**config.mk**
```make
export PLATFORM = sky130hd
export DESIGN_NAME = instr_fetch_queue_flat
export DESIGN_NICKNAME = d
export VERILOG_FILES = /design/src/rtl/instr_fetch_queue_pkg.sv /design/src/rtl/instr_fetch_queue_if.sv /design/src/rtl/instr_fetch_queue_fetch_ring.sv /design/src/rtl/instr_fetch_queue.sv /design/src/flat_wrapper.sv
export SDC_FILE = /design/constraint.sdc
export NUM_CORES = 1
export LEC_CHECK = 0
export ABC_CLOCK_PERIOD_IN_PS = 4300
export CAP_MARGIN = 20
export CORE_ASPECT_RATIO = 0.5
export CORE_UTILIZATION = 40
export DETAILED_ROUTE_END_ITERATION = 6
export SYNTH_ARGS = -nofsm -noshare
export SYNTH_HDL_FRONTEND = slang
export SYNTH_HIERARCHICAL = 1
export SYNTH_SLANG_ARGS = --single-unit
```
**constraint.sdc**
```tcl
create_clock -name clk -period 4.3 [get_ports clk]
set_input_delay 0.86 -clock clk [delete_from_list [all_inputs] [get_ports clk]]
set_output_delay 0.86 -clock clk [all_outputs]
set_load 0.05 [all_outputs]
```
**src/rtl/instr_fetch_queue_pkg.sv**
```systemverilog
// Shared widths, types and the per-cycle issue-count rule for the instruction fetch queue.
package instr_fetch_queue_pkg;

  localparam int          WORD              = 32;
  localparam int          DOUBLEWORD        = 64;
  localparam int          LS_ADDR_WIDTH_DEF = 15;
  localparam logic [31:0] RESET_PC_DEF      = 32'h0;

  typedef logic [WORD-1:0] word_t;
  // Number of words moved into or out of the queue in one cycle (0..2).
  typedef logic [1:0]      slot_cnt_t;

  // A slot-1 stall blocks both slots; a slot-2 stall lets slot 1 go alone.
  function automatic slot_cnt_t issue_count(input logic stall1, input logic stall2,
                                            input logic valid1, input logic valid2);
    if (stall1 || !valid1) return 2'd0;
    if (stall2 || !valid2) return 2'd1;
    return 2'd2;
  endfunction

endpackage

```
**src/rtl/instr_fetch_queue_if.sv**
```systemverilog
// Fetch-side memory port plus decode-side issue port of the fetch queue.
interface instr_fetch_queue_if #(parameter int LS_ADDR_WIDTH = 15);
  import instr_fetch_queue_pkg::*;

  logic                     imem_req;
  logic [LS_ADDR_WIDTH-1:0] imem_addr;
  logic [DOUBLEWORD-1:0]    imem_rdata;
  logic                     branch_taken;
  logic [31:0]              BTA;
  logic                     dep_stall_instr1;
  logic                     dep_stall_instr2;
  word_t                    instr1;
  word_t                    instr2;
  logic                     instr1_valid;
  logic                     instr2_valid;
  logic [31:0]              PC;

  modport slave (
    input  imem_rdata, branch_taken, BTA, dep_stall_instr1, dep_stall_instr2,
    output imem_req, imem_addr, instr1, instr2, instr1_valid, instr2_valid, PC
  );

  modport master (
    output imem_rdata, branch_taken, BTA, dep_stall_instr1, dep_stall_instr2,
    input  imem_req, imem_addr, instr1, instr2, instr1_valid, instr2_valid, PC
  );

endinterface

```
**src/rtl/instr_fetch_queue_fetch_ring.sv**
```systemverilog
// Circular word buffer: up to two words written and two read per cycle, head/head+1 visible.
module fetch_ring
  import instr_fetch_queue_pkg::*;
#(
  parameter int DEPTH = 8,
  parameter int CW    = $clog2(DEPTH) + 1
) (
  input  logic          clk,
  input  logic          reset,
  input  logic          flush,
  input  slot_cnt_t     push_n,
  input  word_t         wdata0,
  input  word_t         wdata1,
  input  slot_cnt_t     pop_n,
  output logic [CW-1:0] count,
  output word_t         head0,
  output word_t         head1
);

  localparam int PW = $clog2(DEPTH);

  word_t         mem [DEPTH];
  logic [PW-1:0] rd_ptr, wr_ptr;

  assign head0 = mem[rd_ptr];
  assign head1 = mem[rd_ptr + PW'(1)];

  always_ff @(posedge clk) begin
    if (!flush) begin
      if (push_n != 2'd0) mem[wr_ptr]          <= wdata0;
      if (push_n == 2'd2) mem[wr_ptr + PW'(1)] <= wdata1;
    end
  end

  always_ff @(posedge clk or posedge reset) begin
    if (reset) begin
      rd_ptr <= '0;
      wr_ptr <= '0;
      count  <= '0;
    end else if (flush) begin
      rd_ptr <= '0;
      wr_ptr <= '0;
      count  <= '0;
    end else begin
      wr_ptr <= wr_ptr + PW'(push_n);
      rd_ptr <= rd_ptr + PW'(pop_n);
      count  <= count + CW'(push_n) - CW'(pop_n);
    end
  end

  // The request throttle upstream is what keeps these true.
  a_no_overflow: assert property (@(posedge clk) disable iff (reset || flush)
    (int'(count) + int'(push_n) - int'(pop_n) <= DEPTH));
  a_no_underflow: assert property (@(posedge clk) disable iff (reset || flush)
    (int'(pop_n) <= int'(count)));

endmodule

```
**src/rtl/instr_fetch_queue.sv**
```systemverilog
// Instruction fetch queue: pair fetch from local store, dual-slot issue to decode, branch redirect.
module instr_fetch_queue
  import instr_fetch_queue_pkg::*;
#(
  parameter int          DEPTH         = 8,
  parameter int          LS_ADDR_WIDTH = LS_ADDR_WIDTH_DEF,
  parameter logic [31:0] RESET_PC      = RESET_PC_DEF
) (
  input logic                clk,
  input logic                reset,
  instr_fetch_queue_if.slave bus
);

  localparam int               CW      = $clog2(DEPTH) + 1;
  localparam logic [CW+1:0]    DEPTH_C = (CW+2)'(DEPTH);
  localparam logic [LS_ADDR_WIDTH-1:0] RST_ADDR = RESET_PC[LS_ADDR_WIDTH-1:0];

  logic [LS_ADDR_WIDTH-1:0] fetch_pc, pc_q;
  logic                     inflight, skip_first;
  logic [CW-1:0]            count;
  logic [CW+1:0]            demand;
  logic                     req, ret, branch, unused_bta;
  slot_cnt_t                push_n, pop_n;
  word_t                    head0, head1, wdata0, wdata1;

  assign branch = bus.branch_taken;

  // Reserve room for the pair already in flight plus the one about to be requested.
  assign demand = {2'b00, count} + {{CW{1'b0}}, inflight, 1'b0} + (CW+2)'(2);
  assign req    = !reset && !branch && (demand <= DEPTH_C);

  assign bus.imem_req  = req;
  assign bus.imem_addr = fetch_pc;

  // A branch in the return cycle drops the pair; after a mid-pair target the low word is skipped.
  assign ret    = inflight && !branch;
  assign push_n = !ret ? 2'd0 : (skip_first ? 2'd1 : 2'd2);
  assign wdata0 = skip_first ? bus.imem_rdata[63:32] : bus.imem_rdata[31:0];
  assign wdata1 = bus.imem_rdata[63:32];

  assign pop_n = branch ? 2'd0
               : issue_count(bus.dep_stall_instr1, bus.dep_stall_instr2,
                             count != '0, count >= CW'(2));

  fetch_ring #(.DEPTH(DEPTH), .CW(CW)) u_ring (
    .clk    (clk),
    .reset  (reset),
    .flush  (branch),
    .push_n (push_n),
    .wdata0 (wdata0),
    .wdata1 (wdata1),
    .pop_n  (pop_n),
    .count  (count),
    .head0  (head0),
    .head1  (head1)
  );

  assign bus.instr1_valid = count != '0;
  assign bus.instr2_valid = count >= CW'(2);
  assign bus.instr1       = bus.instr1_valid ? head0 : '0;
  assign bus.instr2       = bus.instr2_valid ? head1 : '0;
  assign bus.PC           = {{(32-LS_ADDR_WIDTH){1'b0}}, pc_q};

  // Only the local-store address bits of the target matter.
  assign unused_bta = ^bus.BTA[31:LS_ADDR_WIDTH];

  always_ff @(posedge clk or posedge reset) begin
    if (reset) begin
      fetch_pc   <= RST_ADDR;
      pc_q       <= RST_ADDR;
      inflight   <= 1'b0;
      skip_first <= 1'b0;
    end else if (branch) begin
      fetch_pc   <= {bus.BTA[LS_ADDR_WIDTH-1:3], 3'b000};
      skip_first <= bus.BTA[2];
      pc_q       <= bus.BTA[LS_ADDR_WIDTH-1:0];
      inflight   <= 1'b0;
    end else begin
      inflight <= req;
      if (req)      fetch_pc   <= fetch_pc + LS_ADDR_WIDTH'(8);
      if (inflight) skip_first <= 1'b0;
      pc_q <= pc_q + LS_ADDR_WIDTH'({pop_n, 2'b00});
    end
  end

endmodule

```
**src/flat_wrapper.sv**
```systemverilog
// flat-port wrapper written by rule: the top's interface ports become plain ports
module instr_fetch_queue_flat import instr_fetch_queue_pkg::*;
#(
  parameter int          DEPTH         = 8,
  parameter int          LS_ADDR_WIDTH = LS_ADDR_WIDTH_DEF,
  parameter logic [31:0] RESET_PC      = RESET_PC_DEF
)
  (clk, reset, bus_imem_rdata, bus_branch_taken, bus_BTA, bus_dep_stall_instr1, bus_dep_stall_instr2, bus_imem_req, bus_imem_addr, bus_instr1, bus_instr2, bus_instr1_valid, bus_instr2_valid, bus_PC);
  instr_fetch_queue_if #(.LS_ADDR_WIDTH(LS_ADDR_WIDTH)) bus_i ();
  input logic clk;
  input logic reset;
  input wire logic [$bits(bus_i.imem_rdata)-1:0] bus_imem_rdata;
  input wire logic [$bits(bus_i.branch_taken)-1:0] bus_branch_taken;
  input wire logic [$bits(bus_i.BTA)-1:0] bus_BTA;
  input wire logic [$bits(bus_i.dep_stall_instr1)-1:0] bus_dep_stall_instr1;
  input wire logic [$bits(bus_i.dep_stall_instr2)-1:0] bus_dep_stall_instr2;
  output wire logic [$bits(bus_i.imem_req)-1:0] bus_imem_req;
  output wire logic [$bits(bus_i.imem_addr)-1:0] bus_imem_addr;
  output wire logic [$bits(bus_i.instr1)-1:0] bus_instr1;
  output wire logic [$bits(bus_i.instr2)-1:0] bus_instr2;
  output wire logic [$bits(bus_i.instr1_valid)-1:0] bus_instr1_valid;
  output wire logic [$bits(bus_i.instr2_valid)-1:0] bus_instr2_valid;
  output wire logic [$bits(bus_i.PC)-1:0] bus_PC;
  assign bus_i.imem_rdata = bus_imem_rdata;
  assign bus_i.branch_taken = bus_branch_taken;
  assign bus_i.BTA = bus_BTA;
  assign bus_i.dep_stall_instr1 = bus_dep_stall_instr1;
  assign bus_i.dep_stall_instr2 = bus_dep_stall_instr2;
  assign bus_imem_req = bus_i.imem_req;
  assign bus_imem_addr = bus_i.imem_addr;
  assign bus_instr1 = bus_i.instr1;
  assign bus_instr2 = bus_i.instr2;
  assign bus_instr1_valid = bus_i.instr1_valid;
  assign bus_instr2_valid = bus_i.instr2_valid;
  assign bus_PC = bus_i.PC;
  instr_fetch_queue #(.DEPTH(DEPTH), .LS_ADDR_WIDTH(LS_ADDR_WIDTH), .RESET_PC(RESET_PC)) u_core (.clk(clk), .reset(reset), .bus(bus_i));
endmodule
```
**After elaboration in Yosys (flattened, before gate mapping)**

Memories as Yosys holds them, arrays and structs flattened.
Index checks and enable logic that the tools add are counted.
W data, S select, Z words.

- Bits in read-only memories: 0
- Register bits after elaboration: 42
- Memories: 1
- Bits in latches: 0
- Output and inout port bits: 114
- Bits in writable memories: 256

Memories:

| name | words | bits a word | rd ports | clocked after Yosys merged registers in | wr ports | line | source |
|---|---|---|---|---|---|---|---|
| u_core.u_ring.mem | 8 | 32 | 2 | 0 | 2 | instr_fetch_queue_fetch_ring.sv:22 | `word_t mem [DEPTH];` |

- Bitwise operators: 0
- Multiply operators: 0
- Add/sub/neg operators: 10
- Reduce and logical (&&, ||, !) cells: 13
- Shifts and indexed selects: 0
- Div/mod/pow operators: 0
- Eq/ne operators: 1
- Mux-type cells: 28
- $lt $le $gt $ge: 2

Operators by type and width:

| operator | count |
|---|---|
| $mux W32 | 3 |
| $mux W15 | 3 |
| $add A15 B4 Y15 | 1 |
| $add A15 B4 Y15 const B | 1 |
| $mux W2 | 7 |
| $mux W1 | 12 |
| $add A3 B1 Y3 const B | 2 |
| $add A3 B2 Y3 | 2 |
| $add A6 B2 Y6 const B | 1 |
| $le A6 B4 Y1 const B | 1 |
| $mux W3 | 2 |
| $reduce_bool A2 Y1 | 3 |
| $add A4 B2 Y5 | 1 |
| $add A4 B2 Y4 | 1 |
| $ge A4 B2 Y1 const B | 1 |
| $logic_not A1 Y1 | 4 |
| $mux W4 | 1 |
| $reduce_bool A4 Y1 | 1 |
| $sub A4 B2 Y4 | 1 |
| $logic_and A1 B1 Y1 | 3 |
| $eq A2 B2 Y1 const B | 1 |
| $logic_or A1 B1 Y1 | 2 |

**Logic depth before layout (Yosys ltp)**

- Depth after elaboration: 10
- Depth in mapped cells: 10
- Mapped depth without buffers: 10

**Cells and area by module**

The synthesis kept the hierarchy.

Modules (own cells, without submodules):

| module | sequential area each (sq um) | cells an instance | times used | area each (sq um) |
|---|---|---|---|---|
| fetch_ring | 7937.6 | 851 | 1 | 15341.0 |
| instr_fetch_queue | 725.7 | 300 | 1 | 2690.1 |

**Worst setup path after synthesis**

Ideal clock, no wire load.

- Kind: input-to-reg
- Start point: in bus_branch_taken
- End point: mem u_core/u_ring/mem[3][0] (netlist name), enable pin
- Buffers on the path: 2
- Stages on the path: 5
- Arrival: 4.191 ns
- Slack: -0.356 ns
- Setup time: 0.466 ns
- Cell sequence: clkbuf_1 > clkbuf_1 > nor3_1 > o21ai_0 > o21ai_0

RTL lines:

| item | line | source |
|---|---|---|
| from (decl) | flat_wrapper.sv:13 | `input wire logic [$bits(bus_i.branch_taken)-1:0] bus_branch_taken;` |
| to (decl) | instr_fetch_queue_fetch_ring.sv:22 |  |

**Worst setup path in the final report**

- Start point: reg u_core.u_ring.rd_ptr[0]
- End point: out bus_instr1[25]

- Cells in the longest elaborated chain, start to end: 2

Ends and longest elaborated chain:

| item | line | source |
|---|---|---|
| from (decl) | instr_fetch_queue_fetch_ring.sv:23 | `logic [PW-1:0] rd_ptr, wr_ptr;` |
| from (signal assigned) | instr_fetch_queue_fetch_ring.sv:46 | `rd_ptr <= rd_ptr + PW'(pop_n);` |
| $mem_v2 Z8 W32 | n/a |  |
| named net u_core.head0[25] | instr_fetch_queue.sv:24 | `word_t head0, head1, wdata0, wdata1;` |
| $mux W32 | instr_fetch_queue.sv:60 | `assign bus.instr1 = bus.instr1_valid ? head0 : '0;` |
| to (decl) | flat_wrapper.sv:19 | `output wire logic [$bits(bus_i.instr1)-1:0] bus_instr1;` |

The timed path passes the listed nets, and every way through them passes these cells.

==> out/summary.md <==
The run finished with clean final reports. The layout-stage area growth over the synthesis result came out at 20.0%. Counting flops with a built-in enable in the synthesized netlist gives 256. The mapped netlist covers 0.0180 sq mm. The areal power density over the cells is 459 mW/mm^2, and the share of the synthesized area in the top cell type is 42.6%.

The critical path endpoint category was an output pin. The tools report the fmax as 0.243 GHz. Along the worst path, the maximum fanout reaches 22.

For the max capacitance violation total, the log shows 0. 0 antenna diodes ended up in the layout. The via density per instance is 5.77. The worst path meets setup with 0.186 ns of slack.

The share of synthesized area occupied by flip-flops and latches was 48.0%. Clock tree synthesis inserted a total of 30 buffers. The met2 capacity usage during global routing was 36.0%.

In the final layout, the multi-input gates occupy 0.00894 sq mm. Entering global routing, the biggest net connects 47 pins. Number of detailed-routing iterations run before antenna repair: 5.

After Yosys synthesis, and, or, nand and nor cells account for 5.36% of the synthesized area. For this configuration, the core starts out at a cell density of 41.0%. At the pin with the least slew margin, the transition time is 0.961 ns.

Yosys attributes the largest share of cell area to edfxtp_1, mux2_2, mux4_2, dfrtp_1, nor2b_1. After clock tree synthesis, the clock-pin slew on the worst setup and hold paths is 0.06 ns. The first routing iteration left 745 violations. For the finished layout, the period the worst path requires is 4.11 ns. The post-route netlist has 47.0% of its cells at a drive strength greater than 1. The fraction of synthesized area in multiplexers is 38.3%. The analysis attributes to cell leakage a power of 7.11 nW. Setup violations remaining at the end of the flow were counted as 0. After clock tree synthesis, the repair step resized 0 gates.

The cell accounting for the most synthesized area is edfxtp_1. Global routing consumed, on the met3 layer, 2.69% of the routing resources. In the synthesized netlist the async set-or-reset flop fraction comes to 13.2%. For this run the aggregate overflow at the end of global routing stands at 0. The largest vdd supply drop came out at 0.316 mV. The register bit total from synthesis works out to 295. Setup repair after global routing left no endpoint under its margin. The initial antenna violation count is 0, and the number of filler cells placed in the layout is 3,714. The number of distinct standard cells referenced by the synthesized netlist was 57; the footprint of the flip-flops and latches was 0.00867 sq mm.

In this run the post-CTS setup repair buffer count came out at 0. Critical setup path kind: register to output pin. The net count of the finished layout is 1,451, and the routed via count is 11,200. A synthesized cell averages 15.7 sq um. For the routing usage on met1, the log shows 30.2%.

The xor and xnor fraction of the mapped netlist area came out at 0.971%. CTS root buffer: clkbuf_16. The most used flip-flop cell after synthesis is edfxtp_1. mux2_2 is the most common cell in the netlist. For this run, the number of Yosys warnings is 6. The count of nets left with antenna violations once routing finished came out at 0. Number of instances in the synthesized netlist: 1,151. The number of hold buffers added after cts was 0; the number of global-route vias before repair was 11,900. Before CTS, the worst setup slack after placement is 0.285 ns. The floorplan step defined a core boundary enclosing 0.0440 sq mm. Port buffering added 177 buffers.

Global routing used 21.5% of the available tracks across all layers. After synthesis, the largest family of logic cells by area is multiplexers. The tools report the routed wire length as 49,600 microns.

The H-tree depth was 1; the wire length of the first global-routing pass was 73,500 microns. TritonCTS built the clock tree. STA puts the critical path data arrival time at 3.25 ns.

Die outline height: 152 microns. After detailed routing, the number of remaining DRC violations is 0. The highest-utilization routing layer at the global route stage is met2. The tightest min-delay check is of the register to register type.

The floorplan step set the die width to 302 microns. The clock latency at the later pin of the worst-skew pair was 0.57 ns. Summing the areas of all compound-gate instances in the mapped netlist gives 2.14% of the synthesized area. The congestion estimate from routability-driven global placement came to 0.777. The clock tree skew after final layout is 0.0118 ns, and the half-perimeter wire length after placement is 30,500 microns. The routed length per instance is 25.6 microns. The tools report the type of origin of the critical path as a register.

The die area is 0.0460 sq mm, and the total power is 0.00994 W. The number of pins with negative max-slew slack in the final report came out at 0. The area share of fa/ha/maj cells after synthesis was 1.60%. The clock passes through at most 3 buffers. The worst-case headroom to the max-slew limit came out at 35.8%. By count the netlist is led by mux2_2, edfxtp_1, mux4_2. STA puts the critical path data required time at 3.44 ns. In the finished design, the share of the clock period the worst path needs comes to 95.7%. The clock drives 295 sinks. During I/O placement, the number of pins put on the boundary was 215. The floorplan has 54 rows. The total count of hold-check failures in the final report is 0.
-- through the flow --
stage | instance area (sq um) | hold WS, ns | cells | TNS [ns] | utilization, %
2_1_floorplan | 18100 | 0.450 | 1170 | -45.55 | -
3_3_place_gp | 20700 | 0.491 | 1886 | 0 | 47.0
3_5_place_dp | 20700 | 0.480 | 1886 | 0 | 47.0
4_1_cts | 21600 | 0.502 | 1942 | 0 | 49.2
5_1_grt | 21600 | 0.536 | 1942 | 0 | 49.2
6_report | 21600 | 0.498 | 1942 | 0 | 49.2
-- final cells by class --
type                       instances  area share [%]
multi-input combinational        749            41.3
sequential                       295            40.1
timing repair buffer             225            10.3
clock buffer                      38            3.71
tap                              588            3.40
clock inverter                    18           0.717
inverter                          29           0.503
-- report_power, final --
part	leakage [nW]	total, W	switching [W]	internal [W]
Sequential	2.77	0.00335	0.000102	0.00325
Combinational	3.87	0.00397	0.00243	0.00154
Clock	0.473	0.00262	0.00113	0.00149
Total	7.11	0.00994	0.00366	0.00628
-- worst paths after layout --
path | slack, ns | startpoint | to | cells past startpoint
max | 0.19 | u_core/u_ring/rd_ptr[0]$_DFF_PP0_ | bus_instr1[25] | 5
min | 0.50 | u_core/inflight$_DFF_PP0_ | u_core/skip_first$_DFFE_PP0P_ | 1
max reg2reg | 1.37 | u_core/skip_first$_DFFE_PP0P_ | u_core/u_ring/mem[3][6]$_DFFE_PP_ | 6
min reg2reg | 0.50 | u_core/inflight$_DFF_PP0_ | u_core/skip_first$_DFFE_PP0P_ | 1
max in group asynchronous | 2.85 | reset | u_core/bus.imem_addr[7]$_DFFE_PP0N_ | 3
min in group asynchronous | 0.70 | reset | u_core/u_ring/count[0]$_DFF_PP0_ | 2
-- routing by layer --
metal  wire length, microns  part of all wire (%)
met1                  22300                    45
met3                   2230                   4.5
met4                    708                   1.4
met5                      0                     0
met2                  24400                    49
-- logic make-up after synthesis --
group           after synthesis
flops                       295
compound gates               51
buf+inv                     126
fa+ha+maj                    20
xor+xnor                     20
mux                         486
simple gates                152
other cells                   1
-- sequential cells by signal (all words and copies together), names as in the netlist --
name,cells
u_core/inflight,1
u_core/bus.imem_addr,12
u_core/u_ring/wr_ptr,3
u_core/u_ring/rd_ptr,3
u_core/skip_first,1
u_core/u_ring/count,4
u_core/u_ring/mem,256
u_core/pc_q,15
-- cells in the final DEF, fill, tap and decap left out, types with 9 or more instances in the layout --
cell	synthesis	final
buf_4	20	68
conb_1	1	20
clkbuf_16	0	31
nor2b_1	37	37
o21ai_0	13	9
ha_1	15	14
clkdlybuf4s50_1	0	143
nand2b_1	11	11
mux2_2	354	354
inv_1	29	29
nor3_1	9	9
dfrtp_1	39	35
xnor2_1	13	13
o31a_1	9	9
nand2_1	11	11
and2_1	32	32
edfxtp_1	256	256
nor2_1	15	14
buf_12	0	14
mux4_2	128	128
-- critical path, stage by stage, from the launching register on --
cell and delay (ns):
dfrtp_4 0.73, buf_4 0.41, mux4_2 0.37, mux2_2 0.27, nor2b_1 0.14, clkdlybuf4s50_1 0.74
No activity file was read; power rests on OpenSTA's default activity.
